## config.mk

```make
export PLATFORM = sky130hd
export DESIGN_NAME = multi_port_pc_hazard_control
export DESIGN_NICKNAME = d
export VERILOG_FILES = /design/src/rtl/multi_port_pc_hazard_control.sv
export SDC_FILE = /design/constraint.sdc
export NUM_CORES = 1
export LEC_CHECK = 0
export ABC_AREA = 1
export BUFFER_PORTS_ARGS = -buffer_cell sky130_fd_sc_hd__buf_2
export CORE_UTILIZATION = 47
export DETAILED_ROUTE_END_ITERATION = 10
export PLACE_DENSITY = 0.82
export SYNTH_ARGS = -nofsm -noshare
export SYNTH_HDL_FRONTEND = slang
export SYNTH_SLANG_ARGS = --single-unit
export TNS_END_PERCENT = 10
```

## constraint.sdc

```tcl
create_clock -name clock -period 1.9 [get_ports clock]
set_input_delay 0.095 -clock clock [delete_from_list [all_inputs] [get_ports clock]]
set_output_delay 0.095 -clock clock [all_outputs]
set_load 0.03 [all_outputs]
```

## src/rtl/multi_port_pc_hazard_control.sv

```systemverilog
// PC-select / hazard unit: picks PC+4, stall or redirect; defers redirects that collide with data stalls.
// Latency: next_PC_sel/target_PC/flush are combinational from inputs and state; pending/flush/watchdog state updates each clock.
// Backpressure: any data-port stall holds the PC (01) and parks a redirect in a one-entry pending register.
//
// Ports: clock/reset (async, active-high); decode/execute opcodes, branch outcome and JAL/JALR/branch targets;
// fetch response (fetch_valid, issue_PC, fetch_address_in); per-port load/store/valid/ready for NUM_DATA_PORTS ports;
// outputs next_PC_sel, target_PC, flush_fetch_receive, redirect_pending, hazard_timeout.
// Optional macro HAZARD_PERF_COUNTERS_EN adds if_stall_count, dmem_stall_count, redirect_count (32-bit, wrapping).
module multi_port_pc_hazard_control #(
    parameter int CORE           = 0,
    parameter int ADDRESS_BITS   = 20,
    parameter int NUM_DATA_PORTS = 2,
    parameter int FLUSH_CYCLES   = 2,
    parameter int STALL_TIMEOUT  = 1023
) (
    input  logic                      clock,
    input  logic                      reset,
    input  logic [6:0]                opcode_decode,
    input  logic [6:0]                opcode_execute,
    input  logic                      branch_execute,
    input  logic [ADDRESS_BITS-1:0]   JALR_target_execute,
    input  logic [ADDRESS_BITS-1:0]   branch_target_execute,
    input  logic [ADDRESS_BITS-1:0]   JAL_target_decode,
    input  logic                      fetch_valid,
    input  logic [ADDRESS_BITS-1:0]   issue_PC,
    input  logic [ADDRESS_BITS-1:0]   fetch_address_in,
    input  logic [NUM_DATA_PORTS-1:0] load_memory,
    input  logic [NUM_DATA_PORTS-1:0] store_memory,
    input  logic [NUM_DATA_PORTS-1:0] memory_valid,
    input  logic [NUM_DATA_PORTS-1:0] memory_ready,
`ifdef HAZARD_PERF_COUNTERS_EN
    output logic [31:0]               if_stall_count,
    output logic [31:0]               dmem_stall_count,
    output logic [31:0]               redirect_count,
`endif
    output logic [1:0]                next_PC_sel,
    output logic [ADDRESS_BITS-1:0]   target_PC,
    output logic                      flush_fetch_receive,
    output logic                      redirect_pending,
    output logic                      hazard_timeout
);

    localparam logic [6:0] OP_JAL    = 7'b1101111;
    localparam logic [6:0] OP_JALR   = 7'b1100111;
    localparam logic [6:0] OP_BRANCH = 7'b1100011;
    localparam logic [1:0] SEL_PC4   = 2'b00;
    localparam logic [1:0] SEL_STALL = 2'b01;
    localparam logic [1:0] SEL_TGT   = 2'b10;
    localparam int FW = $clog2(FLUSH_CYCLES + 1);
    localparam int SW = $clog2(STALL_TIMEOUT + 1);
    localparam logic [SW-1:0] STALL_MAX = SW'(STALL_TIMEOUT);

    // Elaboration-time sanity check on the configuration.
    if (CORE < 0 || NUM_DATA_PORTS < 1 || FLUSH_CYCLES < 1 || STALL_TIMEOUT < 1) begin : g_bad_params
        $error("multi_port_pc_hazard_control: illegal parameter value");
    end

    typedef enum logic {RUN, FLUSH} state_t;

    state_t                  state, state_nxt;
    // In FLUSH, flush_cnt is the number of flush cycles left including the current one.
    logic [FW-1:0]           flush_cnt, flush_cnt_nxt;
    logic                    pend_vld, pend_vld_nxt;
    logic                    pend_from_exec, pend_from_exec_nxt;
    logic [ADDRESS_BITS-1:0] pend_tgt, pend_tgt_nxt;
    logic [SW-1:0]           stall_cnt, stall_cnt_nxt;
    logic                    timeout_flag;

    logic                    dmem_stall, if_stall;
    logic                    req_exec, req_dec, req;
    logic [ADDRESS_BITS-1:0] req_tgt;
    logic [1:0]              sel;
    logic [ADDRESS_BITS-1:0] tgt;
    logic                    redirect, flush;

    always_comb begin
        dmem_stall = |((load_memory & ~memory_valid) | (store_memory & ~memory_ready));
        if_stall   = ~fetch_valid | (fetch_address_in != issue_PC);

        req_exec = (opcode_execute == OP_JALR) | ((opcode_execute == OP_BRANCH) & branch_execute);
        // Decode is wrong-path while flushing, so its JAL is dropped in FLUSH.
        req_dec  = (opcode_decode == OP_JAL) & (state == RUN);
        req      = req_exec | req_dec;
        if (opcode_execute == OP_JALR) begin
            req_tgt = JALR_target_execute;
        end else if (req_exec) begin
            req_tgt = branch_target_execute;
        end else begin
            req_tgt = JAL_target_decode;
        end

        sel                = SEL_PC4;
        tgt                = '0;
        redirect           = 1'b0;
        pend_vld_nxt       = pend_vld;
        pend_from_exec_nxt = pend_from_exec;
        pend_tgt_nxt       = pend_tgt;

        if (dmem_stall) begin
            sel = SEL_STALL;
            // Empty slot takes any request; an execute request may replace a decode-sourced one.
            if ((!pend_vld && req) || (pend_vld && !pend_from_exec && req_exec)) begin
                pend_vld_nxt       = 1'b1;
                pend_from_exec_nxt = req_exec;
                pend_tgt_nxt       = req_tgt;
            end
        end else if (pend_vld) begin
            sel          = SEL_TGT;
            tgt          = pend_tgt;
            redirect     = 1'b1;
            pend_vld_nxt = 1'b0;
        end else if (req) begin
            sel      = SEL_TGT;
            tgt      = req_tgt;
            redirect = 1'b1;
        end else if (if_stall) begin
            sel = SEL_STALL;
        end

        flush = (if_stall && state == RUN) || redirect || (state == FLUSH);

        state_nxt     = state;
        flush_cnt_nxt = flush_cnt;
        if (redirect) begin
            // The redirect cycle is itself the first flush cycle.
            flush_cnt_nxt = FW'(FLUSH_CYCLES - 1);
            state_nxt     = (FLUSH_CYCLES > 1) ? FLUSH : RUN;
        end else if (state == FLUSH) begin
            if (flush_cnt <= FW'(1)) begin
                flush_cnt_nxt = '0;
                state_nxt     = RUN;
            end else begin
                flush_cnt_nxt = flush_cnt - FW'(1);
            end
        end

        stall_cnt_nxt = '0;
        if (sel == SEL_STALL) begin
            stall_cnt_nxt = (stall_cnt == STALL_MAX) ? stall_cnt : stall_cnt + SW'(1);
        end
    end

    always_ff @(posedge clock or posedge reset) begin
        if (reset) begin
            state          <= RUN;
            flush_cnt      <= '0;
            pend_vld       <= 1'b0;
            pend_from_exec <= 1'b0;
            pend_tgt       <= '0;
            stall_cnt      <= '0;
            timeout_flag   <= 1'b0;
        end else begin
            state          <= state_nxt;
            flush_cnt      <= flush_cnt_nxt;
            pend_vld       <= pend_vld_nxt;
            pend_from_exec <= pend_from_exec_nxt;
            pend_tgt       <= pend_tgt_nxt;
            stall_cnt      <= stall_cnt_nxt;
            if (stall_cnt_nxt == STALL_MAX) begin
                timeout_flag <= 1'b1;
            end
        end
    end

`ifdef HAZARD_PERF_COUNTERS_EN
    always_ff @(posedge clock or posedge reset) begin
        if (reset) begin
            if_stall_count   <= '0;
            dmem_stall_count <= '0;
            redirect_count   <= '0;
        end else begin
            if (dmem_stall) begin
                dmem_stall_count <= dmem_stall_count + 32'd1;
            end
            if (redirect) begin
                redirect_count <= redirect_count + 32'd1;
            end
            if (!dmem_stall && !redirect && if_stall) begin
                if_stall_count <= if_stall_count + 32'd1;
            end
        end
    end
`endif

    // Combinational outputs are forced low while reset is held, whatever the inputs do.
    assign next_PC_sel         = reset ? SEL_PC4 : sel;
    assign target_PC           = reset ? '0 : tgt;
    assign flush_fetch_receive = reset ? 1'b0 : flush;
    assign redirect_pending    = pend_vld;
    assign hazard_timeout      = timeout_flag;

endmodule

```

==> impl_results.md, run 1 <==
* Element type at the critical path end: primary output
* Outcome: complete, but fails checks
* Number of different library cells in the post-synthesis netlist at 34
* Standard cell core area at approximately 0.0063 mm^2
* Number of clock sinks at 36
* Final weighted congestion in routability-driven placement at 0.845
* Final antenna diode count at 0
* CTS clock-pin slew for the worst setup and hold paths at ~0.07 ns
* Setup slack of the critical path after layout at -0.123 ns
* Violations in the final reports: setup timing
* Power density normalized to cell area at 695 mW/mm^2
* Leftover overflow at the end of global routing at 0
* Worst Hold Launch: JALR_target_execute[6]
* Final Net Count at 749
* Router iterations before antenna repair at 5
* Critical-path maximum fanout at 8
* Clock skew after layout at 0.00448 ns
* Hold crit path type: in2reg
* RSZ-0062 raised after global routing: yes
* Worst setup path end: target_PC[10]
* Number of enable flip-flop cells after synthesis at 0
* Violation count after the first detailed-routing iteration at 169
* Post-DP HPWL at 6700 um
* Final Max Tran Viols at 0
* Arrival time of data at the critical path endpoint at 1.93 ns
* Routed wire length at 8790 um
* Final number of hold-violating endpoints at 0
* Number of max-cap violations at 0
* Via count of the routed design at 3693
* Clock tree buffer depth at 2
* Predominant post-synthesis flop cell: dfrtp_1
* DP Worst Slack at 0.0784 ns
* Std-Cell Rows at 29
* Buffer cell driving the clock tree root: clkbuf_8
* Final setup violation count at 20
* First element of the critical path: state$_DFF_PP0_
* Category of the critical setup timing path: reg2out
* Clock Latency Late Sink at 0.29 ns
* Library cell with the largest summed area after synthesis: dfrtp_1
* Gate Count Post-Synth at 472
* Mean instance size in the synthesized netlist at ~6.5 um^2
* Antenna violations before repair at 0
* Sequential cell area fraction in the yosys report at 29.5%
* Launching point of the worst reg2reg path: state$_DFF_PP0_
* Horizontal extent of the die at between 80 and 90 um
* Reg-to-reg slack, setup at 0.21 ns
* Average via count per standard cell at ~5.3
* Boundary Pins at between 150 and 200
* Endpoint of the most critical register-to-register path: pend_tgt[3]$_DFFE_PP0P_
* Maximum vdd ir drop at around 0.66 mV
* FF-to-FF path depth at 9
* Die outline height at between 80 and 90 um
* Count of input and output buffers at 150
* Slew at the pin closest to its max-slew limit at 0.569 ns
* TritonCTS clock tree: yes
* Final critical-path required period at 2.02 ns
* Number of nets produced by synthesis at between 500 and 600
* Number of DRC violations after detailed routing at 0
* Peak clock frequency supported by timing at 494 MHz
* Ratio of cells with drive above 1 in the final layout at 33.9%
* Final core utilization at 65.9%
* Layout overhead on the synthesized area at 36.0%
* Area share of the largest cell type after synthesis at 29.5%
* Overall global routing resource usage at 25.8%
* Leakage component of the power at 2.22 nW
* Leading cell type by number of instances after synthesis: nand2_1
* Synth cell count leaders: nand2_1 (143), inv_1 (55), dfrtp_1 (36)
* Asr flop ratio synth at 100%
* Overall die area at 0.00683 mm^2
* Global-route wire length before repair at 13600 um
* Maximum number of pins on one net before global-route repair at 43
* Slew HR at between 60% and 70%
* Number of global-route vias before repair at ~3200
* Post-Synthesis Cell Area at 0.00306 mm^2
* Number of warnings printed during yosys synthesis at 0
* Count of state elements after synthesis at 36
* Startpoint types: flip-flop
* Final clock period utilization by the worst path at 106%
* Crit path required time at 1.80 ns
* Synth top area cells: dfrtp_1 (29%), nand2_1 (18%), inv_1 (6.8%)
* Residual antenna-violating net count after detailed routing at 0
* Worst hold stages at 3
* Filler cell count in the final layout at 595
* Total CTS buffers at 5
* H-tree levels at 2
* Starting Density at 48.4%
* DR WL/cell at 12.6 um
-- layout make-up --
cell class / count / area, um^2 / area share, %
Timing Repair Buffer: 167 / 973 / 23.4
Multi-Input combinational cell: 356 / 1870 / 45.0
Inverter: 56 / 210 / 5.06
Tap cell: 77 / 96.3 / 2.32
Clock inverter: 2 / 35.0 / 0.843
Sequential cell: 36 / 901 / 21.7
Clock buffer: 6 / 72.6 / 1.75
-- through the flow --
step	instances	TNS, ns	total power [mW]	hold slack, ns	area (um^2)
after floorplan	472	0	1.88	0.279	3060
after global placement	687	0	2.16	0.308	3870
after detailed placement	687	0	2.22	0.310	3870
after CTS	699	-2.28	2.89	0.129	4110
after global routing	700	-3.84	3.12	0.137	4160
final	700	-1.53	2.89	0.128	4160
-- report_power, final --
| part | switching [mW] | internal (mW) |
|---|---|---|
| Sequential | 0.186 | 1.01 |
| Clock | 0.276 | 0.389 |
| Combinational | 0.599 | 0.424 |
| Total | 1.06 | 1.83 |
-- worst min path at each step --
stage / end / slack, ns
final: pend_tgt[6]$_DFFE_PP0P_ / 0.13
after global routing: pend_tgt[0]$_DFFE_PP0P_ / 0.14
after CTS: pend_tgt[6]$_DFFE_PP0P_ / 0.13
after detailed placement: state$_DFF_PP0_ / 0.31
after global placement: flush_cnt[1]$_DFFE_PP0P_ / 0.31
after floorplan: flush_cnt[0]$_DFFE_PP0P_ / 0.28
-- flip-flops by register name, summed over array words and instances, names as in the netlist --
register	count
stall_cnt	10
pend_tgt	20
pend_from_exec	1
state	1
flush_cnt	2
redirect_pending	1
hazard_timeout	1
-- layer usage --
layer | GRT usage (%) | part of all wire (%)
met1 | 29.8 | 41
met2 | 48.9 | 51
met3 | 4.07 | 7.2
met4 | 6.55 | 1.2
met5 | 0 | 0
-- cell usage in the layout (no fill, tap or decap), types with 10 or more instances in the layout --
cell / count
a21oi_1: 19
nand4_1: 24
buf_2: 128
nand2_1: 142
nand3_1: 32
o211ai_1: 11
buf_4: 28
o21ai_1: 22
buf_6: 10
o21ai_0: 28
inv_1: 55
nor2_1: 27
dfrtp_1: 36
-- logic make-up (layout without fill, tap and decap cells) --
logic type	Yosys count	count (layout)	synth area share (%)
DFF	36	36	29.5
AOI/OAI and AO/OA	105	106	21.4
adders and majority gates	1	1	0.409
and+or+nand+nor	246	246	36.6
xor gates and xnor gates	3	3	0.860
buffers and inverters	81	231	11.3
-- worst max-delay path, cell delays in order, from the launching register on --
cell and delay, ns:
dfrtp_1 0.40, inv_2 0.06, nand2_1 0.04, nor2_1 0.07, nand4_1 0.18, a21oi_4 0.26
buf_6 0.19, nand2_2 0.07, a21oi_2 0.21, buf_6 0.16
-- repair_timing --
item / in CTS / in global routing
endpoints found under the setup margin: 20 / 43
pin swaps: 13 / 3
hold buffers: 1 / 0
resized for setup: 32 / 13
hold endpoints to repair: 10 / 0
gates cloned: 1 / 1
setup buffers: 2 / 0
(Power assumes the default switching activity.)
==> run 2: changes to the inputs <==
--- a/config.mk
+++ b/config.mk
@@ -7,9 +7,10 @@
 export LEC_CHECK = 0
 export ABC_AREA = 1
 export BUFFER_PORTS_ARGS = -buffer_cell sky130_fd_sc_hd__buf_2
-export CORE_UTILIZATION = 47
+export CORE_UTILIZATION = 30
 export DETAILED_ROUTE_END_ITERATION = 10
-export PLACE_DENSITY = 0.82
+export PLACE_DENSITY = 0.67
+export SLEW_MARGIN = 20
 export SYNTH_ARGS = -nofsm -noshare
 export SYNTH_HDL_FRONTEND = slang
 export SYNTH_SLANG_ARGS = --single-unit
==> run 2 against run 1 <==
Sequential cell count unchanged. Cell area about the same. Setup slack got worse by 0.020 ns. Via count down 3.1%. Maximum frequency is 0.97% lower. Utilization is 24 points lower. Global-route usage is 9.1 points lower. First-iteration DRC count fell by 51%. Sequential power is essentially flat. Non-clock buffer count down 2. The run still ends with setup timing left.
==> impl_results.md, run 2 (synthesis results as in run 1) <==
* Slew at the pin closest to its max-slew limit at 0.398 ns (-0.170 ns)
* Residual antenna-violating net count after detailed routing at 0 (unchanged)
* Number of clock sinks at 36 (unchanged)
* Clock skew after layout at 0.00608 ns (+0.00160 ns)
* Hold crit path type: in2reg
* Registers with the most flip-flops: pend_tgt: 20 flops, stall_cnt: 10 flops, flush_cnt: 2 flops
* Overall global routing resource usage at 16.7% (-9.1 points)
* Area occupied by multi-input gates at 0.00183 mm^2 (-2.2%)
* Setup slack of the critical path after layout at -0.143 ns (-0.0199 ns)
* Final critical-path required period at 2.04 ns (+0.0199 ns)
* Layout overhead on the synthesized area at 35.9% (about the same)
* Clock Latency Late Sink at 0.29 ns (about the same)
* Startpoint types: flip-flop
* DR WL/cell at 11.7 um (-6.6%)
* Crit path required time at 1.80 ns (about the same)
* H-tree levels at 2 (unchanged)
* Non-filler cells in the finished layout at 753 (+7.6%)
* RSZ-0062 raised after global routing: yes
* Category of the critical setup timing path: reg2out
* Router iterations before antenna repair at 4 (-1)
* Standard cell core area at 0.00982 mm^2 (+56%)
* Average via count per standard cell at 4.75 (-9.9%)
* Peak clock frequency supported by timing at 490 MHz (-0.97%)
* Final antenna diode count at 0 (unchanged)
* Outcome: complete, but fails checks
* Die outline height at 103 um (+25%)
* Number of DRC violations after detailed routing at 0 (unchanged)
* Ratio of cells with drive above 1 in the final layout at 33.1% (-0.80 points)
* Count of input and output buffers at 150 (unchanged)
* Violations in the final reports: setup timing
* Number of max-cap violations at 0 (unchanged)
* Commonest cells after routing, fill and taps aside: nand2_1 (142), buf_2 (129), inv_1 (55), dfrtp_1 (36), nand3_1 (32)
* Boundary Pins at 151 (unchanged)
* Total Power Consumption at 2.79 mW (-3.5%)
* Total CTS buffers at 5 (unchanged)
* Leftover overflow at the end of global routing at 0 (unchanged)
* Buffer cell driving the clock tree root: clkbuf_8
* Final setup violation count at 20 (unchanged)
* Register bank with the most flops: pend_tgt
* Starting Density at 31.1% (-17 points)
* Most common cell after layout, fill and taps aside: nand2_1
* Antenna violations before repair at 0 (unchanged)
* Final core utilization at 42.3% (-24 points)
* Dpl cells at 744 (+8.3%)
* Element type at the critical path end: primary output
* Via count of the routed design at 3579 (-3.1%)
* Maximum vdd ir drop at 0.316 mV (-52%)
* Final Net Count at 746 (-0.40%)
* Flip-flop count of the largest register, all copies and words added at 20 (unchanged)
* Final cell area excluding filler cells at 0.00415 mm^2 (about the same)
* DP Worst Slack at 0.0972 ns (+0.0188 ns)
* Filler cell count in the final layout at 1065 (+79%)
* Clock tree buffer depth at 2 (unchanged)
* Routed wire length at 8830 um (+0.44%)
* Final number of hold-violating endpoints at 0 (unchanged)
* Arrival time of data at the critical path endpoint at 1.95 ns (+0.02 ns)
* Slew HR at 73.4% (+12 points)
* TritonCTS clock tree: yes
* Overall die area at 0.0106 mm^2 (+55%)
* Final Max Tran Viols at 0 (unchanged)
* Final weighted congestion in routability-driven placement at 0.803 (-5.0%)
* Number of global-route vias before repair at 3298 (+3.4%)
* Horizontal extent of the die at 103 um (+25%)
* Violation count after the first detailed-routing iteration at 83 (-51%)
* Post-DP HPWL at 7090 um (+5.9%)
* Global-route wire length before repair at 14100 um (+3.8%)
* Critical-path maximum fanout at 21 (+13)
* Power density normalized to cell area at 671 mW/mm^2 (-3.4%)
* Final clock period utilization by the worst path at 108% (+1.0 points)
* Register Area at 901 um^2 (unchanged)
* Leakage component of the power at 2.20 nW (-1.1%)
* Placed instance area at 0.00397 mm^2 (+2.5%)
* Post-CTS Setup Bufs at 0 (-2)
* CTS clock-pin slew for the worst setup and hold paths at 0.07 ns (about the same)
* Std-Cell Rows at 36 (+24%)
* Maximum number of pins on one net before global-route repair at 43 (unchanged)
-- run 2: path summary, 6_finish.rpt --
kind | startpoint | to | slack (ns) | cells after the start
max in group asynchronous | reset | stall_cnt[0]$_DFF_PP0_ | 1.19 | 4
hold reg to reg | pend_tgt[15]$_DFFE_PP0P_ | pend_tgt[15]$_DFFE_PP0P_ | 0.50 | 2
setup / recovery | state$_DFF_PP0_ | target_PC[8] | -0.14 | 9
setup reg to reg | state$_DFF_PP0_ | pend_tgt[6]$_DFFE_PP0P_ | 0.20 | 10
hold / removal | JALR_target_execute[2] | pend_tgt[2]$_DFFE_PP0P_ | 0.14 | 3
min in group asynchronous | reset | flush_cnt[0]$_DFFE_PP0P_ | 0.48 | 4
-- run 2: through the flow --
step	setup TNS, ns	hold WS (ns)
after floorplan	0	0.279
after global placement	0	0.219
after detailed placement	0	0.225
after CTS	-2.83	0.128
after global routing	-4.84	0.134
final	-1.73	0.138
-- run 2: cell type report --
| type | count | area share, % |
|---|---|---|
| inverters | 56 | 5.06 |
| clock inverters | 2 | 0.361 |
| multi-input cells | 355 | 44.0 |
| well taps | 133 | 4.01 |
| clock buffers | 6 | 1.99 |
| repair buffers | 165 | 22.9 |
| flip-flops and latches | 36 | 21.7 |
-- run 2: worst max-delay path, cell delays in order, from the launching register on --
cell      delay, ns
dfrtp_1        0.39
inv_2          0.09
nand2_1        0.05
nor2_1         0.08
nand4_1        0.16
a21oi_2        0.22
buf_12         0.20
o211ai_1       0.10
a21oi_1        0.17
buf_4          0.19
-- run 2: report_power, final --
group | switching [mW] | leakage (nW) | internal, mW
logic | 0.580 | 1.70 | 0.429
registers | 0.186 | 0.457 | 1.01
clock network | 0.284 | 0.0434 | 0.294
total | 1.05 | 2.20 | 1.74
-- run 2: timing repair --
| item | 4_1_cts | 5_1_grt |
|---|---|---|
| resized for setup | 23 | 5 |
| endpoints found under the setup margin | 21 | 23 |
| pin swaps | 1 | 3 |
| hold buffers | 1 | 0 |
| hold endpoints to repair | 36 | 0 |
-- run 2: layer usage --
| metal | vias up | GRT usage [%] | routed length [um] |
|---|---|---|---|
| met5 | - | 0 | 0 |
| met4 | 0 | 4.77 | 91 |
| met3 | 9 | 2.98 | 675 |
| met2 | 141 | 31.3 | 4260 |
| met1 | 1578 | 19.2 | 3810 |
| li1 | 1851 | - | - |
